<file path="src/rtl/tt_pinbus_responder.sv">
// Pin-level register responder: an asynchronous host strobe handshake over the
// tile pins gives access to seven R/W registers and a read-only transaction counter.

module tt_pinbus_regfile #(
    parameter int NREG = 8,
    parameter int AW   = 3
) (
    input  logic          clk,
    input  logic          rst,
    input  logic          wr_en,
    input  logic [AW-1:0] wr_addr,
    input  logic [7:0]    wr_data,
    input  logic          cnt_inc,
    input  logic [AW-1:0] rd_addr,
    output logic [7:0]    rd_data,
    output logic [7:0]    reg0
);
    localparam int CNT_ADDR = NREG - 1;

    logic [7:0] regs [NREG];

    // The top address is the transaction counter; host writes to it are dropped.
    always_ff @(posedge clk) begin
        if (rst) begin
            for (int i = 0; i < NREG; i++) begin
                regs[i] <= 8'h00;
            end
        end else begin
            if (wr_en && (int'(wr_addr) != CNT_ADDR)) begin
                regs[wr_addr] <= wr_data;
            end
            if (cnt_inc) begin
                regs[CNT_ADDR] <= regs[CNT_ADDR] + 8'd1;
            end
        end
    end

    assign rd_data = regs[rd_addr];
    assign reg0    = regs[0];
endmodule

// state | meaning
// IDLE  | waiting for a synchronized, armed, enabled strobe
// DRIVE | read data on the pads, one settling cycle before ack
// ACK   | ack high until the synchronized strobe drops
// TURN  | ack low, pads released, one cycle before returning to IDLE
module tt_pinbus_responder #(
    parameter int NREG = 8
) (
    input  logic       clk,
    input  logic       rst,
    input  logic       ena,
    input  logic [7:0] ui_in,
    input  logic [7:0] uio_in,
    output logic [7:0] uo_out,
    output logic [7:0] uio_out,
    output logic [7:0] uio_oe
);
    localparam int AW = 3;

    typedef enum logic [1:0] {
        IDLE  = 2'd0,
        DRIVE = 2'd1,
        ACK   = 2'd2,
        TURN  = 2'd3
    } state_t;

    state_t     state;
    state_t     state_nxt;

    logic       stb_pin;
    logic       rnw_pin;
    logic [2:0] addr_pin;

    logic       stb_m;
    logic       stb_s;
    logic [1:0] sync_fill;
    logic       armed;
    logic       txn_rd;
    logic [7:0] rd_q;

    logic       accept;
    logic       wr_en;
    logic       cnt_inc;
    logic [7:0] rd_data;
    logic [7:0] reg0;

    logic       ack;
    logic       oe_drive;
    logic       unused_bits;

    assign stb_pin     = ui_in[7];
    assign rnw_pin     = ui_in[6];
    assign addr_pin    = ui_in[2:0];
    assign unused_bits = ^{ui_in[5:3], reg0[7]};

    assign accept  = (state == IDLE) && stb_s && armed && ena;
    assign wr_en   = accept && !rnw_pin;
    assign cnt_inc = wr_en || (state == DRIVE);

    // Synchronizer outputs are only trusted once both flops hold real pin samples,
    // so the reset value of stb_s cannot arm a strobe that was high across reset.
    always_ff @(posedge clk) begin
        if (rst) begin
            stb_m     <= 1'b0;
            stb_s     <= 1'b0;
            sync_fill <= 2'd2;
        end else begin
            stb_m <= stb_pin;
            stb_s <= stb_m;
            if (sync_fill != 2'd0) begin
                sync_fill <= sync_fill - 2'd1;
            end
        end
    end

    always_ff @(posedge clk) begin
        if (rst) begin
            state  <= IDLE;
            armed  <= 1'b0;
            txn_rd <= 1'b0;
            rd_q   <= 8'h00;
        end else begin
            state <= state_nxt;
            if ((state == IDLE) && !stb_s && (sync_fill == 2'd0)) begin
                armed <= 1'b1;
            end
            if (accept) begin
                txn_rd <= rnw_pin;
                if (rnw_pin) begin
                    rd_q <= rd_data;
                end
            end
        end
    end

    always_comb begin
        state_nxt = state;
        case (state)
            IDLE:    if (accept) state_nxt = rnw_pin ? DRIVE : ACK;
            DRIVE:   state_nxt = ACK;
            ACK:     if (!stb_s) state_nxt = TURN;
            TURN:    state_nxt = IDLE;
            default: state_nxt = IDLE;
        endcase
    end

    always_comb begin
        ack      = 1'b0;
        oe_drive = 1'b0;
        case (state)
            DRIVE: oe_drive = 1'b1;
            ACK: begin
                ack      = 1'b1;
                oe_drive = txn_rd;
            end
            default: begin
                ack      = 1'b0;
                oe_drive = 1'b0;
            end
        endcase
    end

    assign uo_out  = {ack, reg0[6:0]};
    assign uio_out = rd_q;
    assign uio_oe  = oe_drive ? 8'hFF : 8'h00;

    tt_pinbus_regfile #(
        .NREG (NREG),
        .AW   (AW)
    ) u_regfile (
        .clk     (clk),
        .rst     (rst),
        .wr_en   (wr_en),
        .wr_addr (addr_pin),
        .wr_data (uio_in),
        .cnt_inc (cnt_inc),
        .rd_addr (addr_pin),
        .rd_data (rd_data),
        .reg0    (reg0)
    );
endmodule
</file>
<file path="config.mk">
export PLATFORM = sky130hd
export DESIGN_NAME = tt_pinbus_responder
export DESIGN_NICKNAME = d
export VERILOG_FILES = /design/src/rtl/tt_pinbus_responder.sv
export SDC_FILE = /design/constraint.sdc
export NUM_CORES = 1
export LEC_CHECK = 0
export ABC_AREA = 1
export CELL_PAD_IN_SITES_DETAIL_PLACEMENT = 2
export CELL_PAD_IN_SITES_GLOBAL_PLACEMENT = 2
export CORE_ASPECT_RATIO = 1.2
export CORE_MARGIN = 4
export CORE_UTILIZATION = 37
export CTS_BUF_LIST = sky130_fd_sc_hd__clkbuf_8
export CTS_CLUSTER_DIAMETER = 80
export CTS_CLUSTER_SIZE = 14
export DETAILED_ROUTE_END_ITERATION = 12
export PLACE_DENSITY = 0.84
export SETUP_SLACK_MARGIN = 0.4
export SLEW_MARGIN = 0
export SYNTH_ARGS = -nofsm -noshare
export SYNTH_HDL_FRONTEND = slang
export SYNTH_SLANG_ARGS = --single-unit
export TNS_END_PERCENT = 1
</file>
<file path="constraint.sdc">
create_clock -name clk -period 2.6 [get_ports clk]
set_input_delay 0.26 -clock clk [delete_from_list [all_inputs] [get_ports clk]]
set_output_delay 0.26 -clock clk [all_outputs]
set_load 0.05 [all_outputs]
</file>
# Word-level counts from Yosys, hierarchy flattened
# Memories as Yosys holds them, arrays and structs flattened. A register that Yosys moved wholly into a read port is not among the register bits.
# Index checks and enable logic that the tools add are counted.
word_totals:
  n_memories: 1
  reg_bits: 8
  ramBits: 64
  out_inout_bits: 24
classes:
  reduce_logical: 16
  n_mux: 19
  bitwise_logic: 1
  eq_ne: 6
  n_addsub: 2
mem_list:
  columns: ["name", "depth", "width", "read_ports", "rd_clocked_by_memory_dff", "wr", "line_no", "source"]
  rows:
  - ["u_regfile.regs", 8, 8, 3, 1, 8, "20", "logic [7:0] regs [NREG];"]
op_table:
  columns: ["cell", "count"]
  rows:
  - ["8-bit two-way mux", 3]
  - ["1-bit two-way mux", 10]
  - ["8-bit by 1-bit adder with 8-bit output (second input constant)", 1]
  - ["2-bit one-hot mux with 4 select lines", 1]
  - ["8-bit OR reduction", 1]
  - ["1-bit logical AND", 7]
  - ["2-bit two-way mux", 3]
  - ["2-bit == test (second input constant)", 2]
  - ["2-bit zero test", 2]
  - ["2-bit inequality test (second input constant)", 2]
  - ["2-bit AND reduction", 2]
  - ["3-bit two-way mux", 1]
  - ["3-bit by 1-bit inequality test with 1-bit output (second input constant)", 1]
  - ["2-bit by 1-bit == test with 1-bit output (second input constant)", 1]
  - ["1-bit zero test", 2]
  - ["1-bit one-hot mux with 2 select lines", 1]
  - ["2-bit nonzero test", 1]
  - ["2-bit by 1-bit subtractor with 2-bit output (second input constant)", 1]
  - ["1-bit logical OR", 1]
  - ["1-bit OR", 1]

# Depth between registers and ports, before layout
# Gate-level depths: netlist of the first run.
depth:
  word_depth: 11
  depth_mapped: 9
  depth_no_buf: 8

# By module
# A second synthesis of the first run with hierarchy kept.
unflattened:
  cells_unflattened: 501
  area_unflattened_um2: 4134.0
by_module_without_submodules:
  columns: ["mod", "n_inst", "area_per_inst_um2", "cells_each"]
  rows:
  - ["tt_pinbus_regfile", 1, 3378.2, 400]
  - ["tt_pinbus_responder", 1, 755.7, 101]

# Worst setup path after synthesis of the first run
# OpenSTA, ideal clock, no wires.
synth_timing:
  kind: "flip-flop to flip-flop"
  startpoint: "register state[0]"
  endpoint: "memory u_regfile.regs[0][0] (enable)"
  period_less_slack_ps: 2143
  setup_time_ps: 384
  arrival_ps: 1759
  stages_incl_launch_ff: 9
  path_buffers: 0
  required_ps: 2216
  path_slack_ps: 457
  path_cell_list: "dfxtp_1 -> inv_1 -> ha_1 -> nand2_2 -> nor2_4 -> nand2_4 -> nor2_8 -> nand2_4 -> o21ai_0"
synth_lines:
  columns: ["item", "line_no", "source"]
  rows:
  - ["start, declared", "68", "state_t state;"]
  - ["start signal, assigned", "124", "state <= state_nxt;"]
  - ["end, declared", "20", null]

# Worst setup path in the final report of the first run
layout_timing:
  startpoint: "register state[0]"
  endpoint: "output uo_out[7]"
layout_between:
  elab_chain_cells: 2
layout_rtl:
  columns: ["item", "line_no", "source"]
  rows:
  - ["2-bit == test", "151", "case (state)"]
  - ["1-bit two-way mux", "151", null]
  - ["end, declared", "55", "output logic [7:0] uo_out,"]
# No other way between the ends.

==> results of run 1 <==
[synth_stat cells (3+ instances only)]
cell	n	area share
buf_2	8	0.0094
inv_2	8	0.0071
a21oi_1	4	0.0047
nor2_2	3	0.0044
nor3_1	13	0.015
nand3_1	52	0.061
ha_1	6	0.018
buf_6	4	0.011
o21ai_1	4	0.0047
nor3_2	30	0.071
buf_4	17	0.030
edfxtp_1	64	0.45
o21ai_0	15	0.018
nand2_1	98	0.087
nand2_4	3	0.0079
xor2_1	3	0.0062
inv_1	52	0.046
dfxtp_1	16	0.075
nor2_1	49	0.043
[routing by layer]
metal	up-vias	global-route usage
met5	-	0
met4	0	0.0709
met3	16	0.0237
met2	49	0.352
met1	1641	0.234
li1	1575	-
[flip-flops by register name (all words and copies together) (netlist names)]
| signal | cells |
|---|---|
| stb_s | 1 |
| u_regfile.regs | 64 |
| stb_m | 1 |
| uio_out | 8 |
| txn_rd | 1 |
| state | 2 |
| sync_fill | 2 |
| armed | 1 |
[worst register-to-register path, stage by stage (launching register included)]
cell and delay, ps:
dfxtp_1 340, inv_1 120, ha_1 240, nand2_2 120
nor2_4 200, nand2_4 100, nor2_8 150, nand2_8 160
o21ai_1 210, buf_4 220
[power breakdown]
group	internal, mW	total, mW	switching [mW]
combinational	0.243	0.815	0.571
clock	0.329	0.779	0.450
sequential	1.48	1.55	0.0654
total	2.06	3.14	1.09
[cells by family after synthesis]
kind of cell | after synthesis | share of synthesized area
compound gates | 25 | 0.0303
xor+xnor | 3 | 0.00618
fa+ha+maj | 6 | 0.0177
flops | 80 | 0.528
simple gates | 257 | 0.313
buf+inv | 92 | 0.106
[worst paths after layout]
check | depth (start not counted) | slack [ps] | endpoint
hold / removal | 2 | 410 | stb_s
setup reg to reg | 9 | 460 | u_regfile.regs[0][4]
hold reg to reg | 2 | 410 | stb_s
setup / recovery | 3 | 400 | uo_out[7]
[what timing repair did]
action                                 4_1_cts  5_1_grt
endpoints found under the hold margin        0        0
setup endpoints to repair                   17       44
resized for setup                            3        2
[cell type report]
cell class	count	share of cell area
sequential	80	0.458
tap	154	0.0394
clock buffer	9	0.0253
inverter	60	0.0460
multi-input combinational	291	0.322
clock inverter	7	0.00614
timing repair buffer	57	0.103
[metrics by stage]
step	setup slack, ps	util	area (µm²)	hold slack, ps
2_1_floorplan	457	-	4250	331
3_3_place_gp	376	0.424	4720	397
3_5_place_dp	216	0.424	4720	406
4_1_cts	363	0.438	4880	409
5_1_grt	327	0.439	4890	415
6_report	398	0.439	4890	411
==> impl_metrics.json, run 1 <==
{
  "grt_max_degree": 27,
  "powerDensity_nw_per_um2": 642,
  "cts_buffer_depth": 2,
  "final_cell_mix": "nand2_1 (97), edfxtp_1 (64), inv_1 (53)",
  "setup_viol": 0,
  "relSlewSlack": 0.626,
  "syn_to_final_growth_pct": 15.1,
  "cts_hold_buf": 0,
  "drt_iter0_drc": 126,
  "cts_tree": "built",
  "cp.buffers_inverters": 2,
  "syn-cell-area_um2": 4250,
  "grtUsageTotal": 0.194,
  "routed_wl_mm": 12.5,
  "start_kind": "flop",
  "dp_cells": 642,
  "timing.hold.worst.class": "reg2reg",
  "start_util": 0.382,
  "clk_latency_ps": 360,
  "crit_slowest_cell": "clkdlybuf4s50_1",
  "place_congestion": 0.775,
  "power_mw": 3.14,
  "crit_family": "buffers and inverters",
  "crit_chain": "inv_1, ha_1, clkdlybuf4s50_1",
  "num_rows": 42,
  "syn_inst": 463,
  "crit_type": "reg2out",
  "wl_met1_mm": 5.23,
  "final_cells": 658,
  "top_layer_used": "met4",
  "synth_warnings": 0,
  "root_buffer": "clkbuf_8",
  "synth-seq-cells": 80,
  "end_kind": "primary output",
  "antennaDiodeCount": 0,
  "clkTransAtPathRegs_ps": 70,
  "slew_viol_final": 0,
  "r2r-start": "state[1]",
  "hold_viol": 0,
  "synth-seq-area-share": 0.528,
  "drive_above_1_share": 0.181,
  "final_antenna_net_count": 0,
  "final_common_cell": "nand2_1",
  "postCtsSetupBuffers": 0,
  "drc_errors": 0,
  "drt_pass1_iterations": 4,
  "io_buffers": 39,
  "die_y_um": 125,
  "globalRoute.totalOverflow": 0,
  "status": "complete, no violations",
  "synthArstFlopShare": 0,
  "synth_edf_count": 64,
  "rsz0062_at_grt": "yes",
  "syn_nets": 488,
  "grt_pass1_vias": 3574,
  "worstMarginPinSlew_ps": 559,
  "wl_met2_mm": 6.69,
  "grt_pass1_wl_mm": 19.6,
  "cts.sinks": 80,
  "vias": 3281,
  "multi_input_area_um2": 1570,
  "p_leak_nw": 2.01,
  "die-area_um2": 13300,
  "dieWidth_um": 106,
  "antenna_found_initial": 0,
  "critical_path_required_ps": 2340,
  "crit_start": "state[0]",
  "fin_nets": 524,
  "ys.flop_type": "edfxtp_1",
  "clock_skew_ps": 9.54,
  "cts_buffers": 9,
  "postSynthAreaPerCell_um2": 9.18,
  "hpwl_mm": 9.12,
  "period_share": 0.847,
  "yosysUniqueCellTypes": 30,
  "vias_per_cell": 4.99,
  "register_area_um2": 2240,
  "nFillCells": 1258,
  "fmax_mhz": 454,
  "cp_data_arrival_time_ps": 1940,
  "num_io_pins": 43,
  "crit_path_max_incr_delay_ps": 880,
  "core_um2": 11100,
  "avgRoutedWirePerCell_um": 19.0,
  "wl_met3_um": 294,
  "vdd_ir_drop_max_mv": 0.287,
  "min_from": "stb_m",
  "crit_fanout": 4,
  "cap_violations": 0,
  "period_needed_ps": 2200,
  "htreeDepth": 3,
  "fin_setup_tns_ps": 0
}
No activity file was read; power rests on OpenSTA's default activity.
==> inputs of run 2 (changes only) <==
clock period = 2.15 ns   (was 2.6 ns; I/O delays follow)
==> impl_metrics.json, run 2 (synthesis gave the netlist of run 1 again) <==
{
  "use_met2": 0.395,
  "end_kind": "flop",
  "hold_viol": 0,
  "cap_violations": 0,
  "grt_pass1_vias": 3742,
  "crit_fanout": 8,
  "routed_wl_mm": 14.2,
  "start_kind": "flop",
  "clock_skew_ps": 11.4,
  "period_needed_ps": 1840,
  "use_met3": 0.0325,
  "final_area_um2": 5320,
  "crit_type": "reg2reg",
  "drc_errors": 0,
  "dieWidth_um": 106,
  "grtUsageTotal": 0.213,
  "io_buffers": 39,
  "period_share": 0.858,
  "clkTransAtPathRegs_ps": 80,
  "critical_path_required_ps": 2190,
  "cts_buffer_depth": 2,
  "place_congestion": 0.806,
  "htreeDepth": 3,
  "antennaDiodeCount": 0,
  "final_antenna_net_count": 0,
  "vdd_ir_drop_max_mv": 0.596,
  "drive_above_1_share": 0.245,
  "largest_reg_flops": 64,
  "cp_data_arrival_time_ps": 1890,
  "vias_per_cell": 5.13,
  "slew_viol_final": 0,
  "multi_input_area_um2": 1680,
  "start_util": 0.382,
  "drt_pass1_iterations": 4,
  "cts.sinks": 80,
  "core_um2": 11100,
  "register_area_um2": 2250,
  "hpwl_mm": 9.26,
  "avgRoutedWirePerCell_um": 21.0,
  "fmax_mhz": 542,
  "clk_latency_ps": 380,
  "p_leak_nw": 2.16,
  "powerDensity_nw_per_um2": 833,
  "fin_nets": 542,
  "antenna_found_initial": 0,
  "fin_util": 0.477,
  "use_met1": 0.244,
  "vias": 3465,
  "dpl-instance-area_um2": 4910,
  "cts_tree": "built",
  "num_io_pins": 43,
  "grt_most_used_layer": "met2",
  "globalRoute.totalOverflow": 0,
  "final_common_cell": "nand2_1",
  "root_buffer": "clkbuf_8",
  "die-area_um2": 13300,
  "drt_iter0_drc": 196,
  "die_y_um": 125,
  "final_cell_mix": "nand2_1 (95), edfxtp_1 (64), nand3_1 (52)",
  "status": "complete, no violations",
  "grt_pass1_wl_mm": 21.4,
  "regMostFlops": "u_regfile.regs",
  "timing.hold.ws_ps": 377,
  "setup_viol": 0,
  "grt_max_degree": 27,
  "rsz0062_at_grt": "yes",
  "worstMarginPinSlew_ps": 524,
  "timing.hold.worst.class": "in2reg",
  "fin_setup_tns_ps": 0,
  "syn_to_final_growth_pct": 25.1,
  "nFillCells": 1205,
  "cts_buffers": 9,
  "num_rows": 42,
  "relSlewSlack": 0.652
}
[run 2: final timing paths]
kind | from | depth (start not counted) | slack, ps | to
max | state[0] | 8 | 310 | u_regfile.regs[2][6]
min | ui_in[7] | 3 | 380 | stb_m
max reg2reg | state[0] | 8 | 310 | u_regfile.regs[2][6]
min reg2reg | stb_m | 2 | 430 | stb_s
[run 2: timing repair]
item | 4_1_cts | 5_1_grt
hold buffers | 0 | 0
pin swaps | 4 | 4
setup buffers | 3 | 5
resized for setup | 25 | 9
setup endpoints to repair | 120 | 109
cloned | 0 | 0
[run 2: area by class of cell]
| class | instances | area share |
|---|---|---|
| Clock buffer | 11 | 0.0285 |
| Clock inverter | 5 | 0.0104 |
| Inverter | 60 | 0.0433 |
| Multi-Input combinational cell | 291 | 0.316 |
| Sequential cell | 80 | 0.423 |
| Tap cell | 154 | 0.0362 |
| Timing Repair Buffer | 75 | 0.142 |
[run 2: layer usage]
metal	part of all wire	vias up	wire length [µm]
met2	0.54	80	7740
met4	0.027	0	377
met5	0	-	0
li1	-	1608	-
met1	0.39	1757	5580
met3	0.036	20	508
[run 2: report_power, final]
part	switching (mW)	leakage, nW	internal (mW)
combinational	0.815	1.27	0.523
clock	0.592	0.101	0.596
sequential	0.0996	0.794	1.81
total	1.51	2.16	2.93
[run 2: critical path, stage by stage, from the launching register on]
cell     delay, ps
dfxtp_4        370
inv_4           90
ha_4           150
nand2_4         70
nor2_4         160
nand2_4         90
nor2_8         170
nand2_8        100
o21ai_4        310
[run 2: stage by stage]
step	worst slack, ps	cells	power (mW)
6_report	306	676	4.43
5_1_grt	222	676	4.63
4_1_cts	321	671	4.35
3_5_place_dp	101	652	3.03
3_3_place_gp	188	652	2.94
2_1_floorplan	257	463	2.61
==> inputs of run 3 (changes only) <==
CORE_UTILIZATION = 36   (was 37)
CTS_BUF_LIST = sky130_fd_sc_hd__clkbuf_16   (was sky130_fd_sc_hd__clkbuf_8)
PLACE_DENSITY = 0.82   (was 0.84)
==> impl_metrics.json, run 3 (synthesis gave the netlist of run 1 again) <==
{
  "p_leak_nw": 2.17,
  "cts_hold_buf": 0,
  "drt_pass1_iterations": 4,
  "num_rows": 43,
  "vias": 3323,
  "final.setup.worst_slack_ps": 361,
  "worstMarginPinSlew_ps": 521,
  "start_kind": "flop",
  "final_cells": 674,
  "powerDensity_nw_per_um2": 856,
  "crit_type": "reg2out",
  "relSlewSlack": 0.652,
  "status": "complete, no violations",
  "dp_cells": 654,
  "cts_tree": "built",
  "place_congestion": 0.797,
  "final_area_um2": 5310,
  "crit_family": "buffers and inverters",
  "cap_violations": 0,
  "drc_errors": 0,
  "grt_max_degree": 27,
  "drt_iter0_drc": 165,
  "crit_slowest_cell": "dfxtp_2",
  "clkTransAtPathRegs_ps": 60,
  "regMostFlops": "u_regfile.regs",
  "fin_setup_tns_ps": 0,
  "final_common_cell": "nand2_1",
  "routed_wl_mm": 13.3,
  "vdd_ir_drop_max_mv": 0.332,
  "cts_buffer_depth": 2,
  "core_um2": 11600,
  "cp_data_arrival_time_ps": 1570,
  "cts.sinks": 80,
  "critical_path_required_ps": 1930,
  "hpwl_mm": 9.38,
  "syn_to_final_growth_pct": 25.0,
  "cts_buffers": 9,
  "globalRoute.totalOverflow": 0,
  "slew_viol_final": 0,
  "grt_pass1_wl_mm": 20.9,
  "crit_path_max_incr_delay_ps": 340,
  "reg2reg_setup_slack_ps": 390,
  "cp.buffers_inverters": 3,
  "whs_endpoint": "stb_m",
  "start_util": 0.367,
  "rsz0062_at_grt": "yes",
  "crit_fanout": 8,
  "hold_viol": 0,
  "r2r-start": "state[1]",
  "avgRoutedWirePerCell_um": 19.7,
  "antennaDiodeCount": 0,
  "timing.hold.ws_ps": 399,
  "worstHoldPathCells": 3,
  "vias_per_cell": 4.93,
  "period_needed_ps": 1790,
  "timing.hold.worst.class": "in2reg",
  "clock_skew_ps": 5.90,
  "end_kind": "primary output",
  "fmax_mhz": 559,
  "grt_pass1_vias": 3747,
  "dpl-instance-area_um2": 4920,
  "setup_viol": 0,
  "die-area_um2": 13600,
  "crit_chain": "inv_4, ha_4, nand2_1, a21boi_4, buf_12, buf_12",
  "die_y_um": 127,
  "timing.rr.end": "u_regfile.regs[1][1]",
  "antenna_found_initial": 0,
  "io_buffers": 39,
  "crit_top_cell": "buf_12",
  "htreeDepth": 3,
  "min_from": "ui_in[7]",
  "num_io_pins": 43,
  "fin_util": 0.459,
  "grtUsageTotal": 0.205,
  "final_cell_mix": "nand2_1 (98), edfxtp_1 (64), inv_1 (52), nand3_1 (52), nor2_1 (49)",
  "final_antenna_net_count": 0,
  "drive_above_1_share": 0.215,
  "period_share": 0.832,
  "fin_nets": 537,
  "clk_latency_ps": 340,
  "largest_reg_flops": 64,
  "power_mw": 4.55,
  "post-place-ws_ps": 42.2,
  "root_buffer": "clkbuf_16",
  "reg2regPathDepth": 8,
  "dieWidth_um": 107
}
-- run 3: cell count changes in the layout (fill, tap and decap cells not counted), sizes merged --
cell	change
buf	-5
bufinv	-1
clkbuf	-2
clkinv	+2
clkinvlp	-1
inv	+2
-- run 3: what timing repair did --
action,in CTS,in global routing
pin swaps,5,3
endpoints found under the hold margin,0,0
setup endpoints to repair,111,92
resized for setup,21,2
setup buffers,4,0
-- run 3: report_power, final --
part           leakage [nW]  internal [mW]  total [mW]  switching, mW
Combinational          1.24          0.497        1.28          0.778
Sequential            0.794           1.81        1.90         0.0930
Clock                 0.130          0.760        1.37          0.613
Total                  2.17           3.06        4.55           1.48
-- run 3: per-layer routing --
| layer | wire length (µm) | up-vias | global-route usage |
|---|---|---|---|
| met5 | 0 | - | 0 |
| met4 | 258 | 0 | 0.0805 |
| met3 | 323 | 16 | 0.0232 |
| met2 | 7620 | 44 | 0.399 |
| met1 | 5080 | 1658 | 0.223 |
| li1 | - | 1605 | - |
-- run 3: worst reg2reg max path: cells and delay by family, from the launching register on --
kind	cells	cell delay [ps]
fa+ha+maj	1	150
simple gates	3	350
flops	1	360
compound gates	1	230
buf+inv	3	400
-- run 3: cell type report --
cell class	instances	area (µm²)
Clock buffer	9	225
Clock inverter	7	31.3
Fill cell	1228	6250
Inverter	60	230
Multi-Input combinational cell	291	1640
Sequential cell	80	2250
Tap cell	157	196
Timing Repair Buffer	70	739
-- run 3: worst max path at each step --
stage	start	end	slack, ps	cells after the start
6_report	state[0]	uio_oe[1]	360	6
5_1_grt	state[1]	u_regfile.regs[0][2]	310	8
4_1_cts	state[1]	u_regfile.regs[2][2]	370	8
3_5_place_dp	ena	u_regfile.regs[4][0]	40	7
3_3_place_gp	ui_in[1]	u_regfile.regs[2][2]	100	5
2_1_floorplan	state[0]	u_regfile.regs[1][0]	260	6
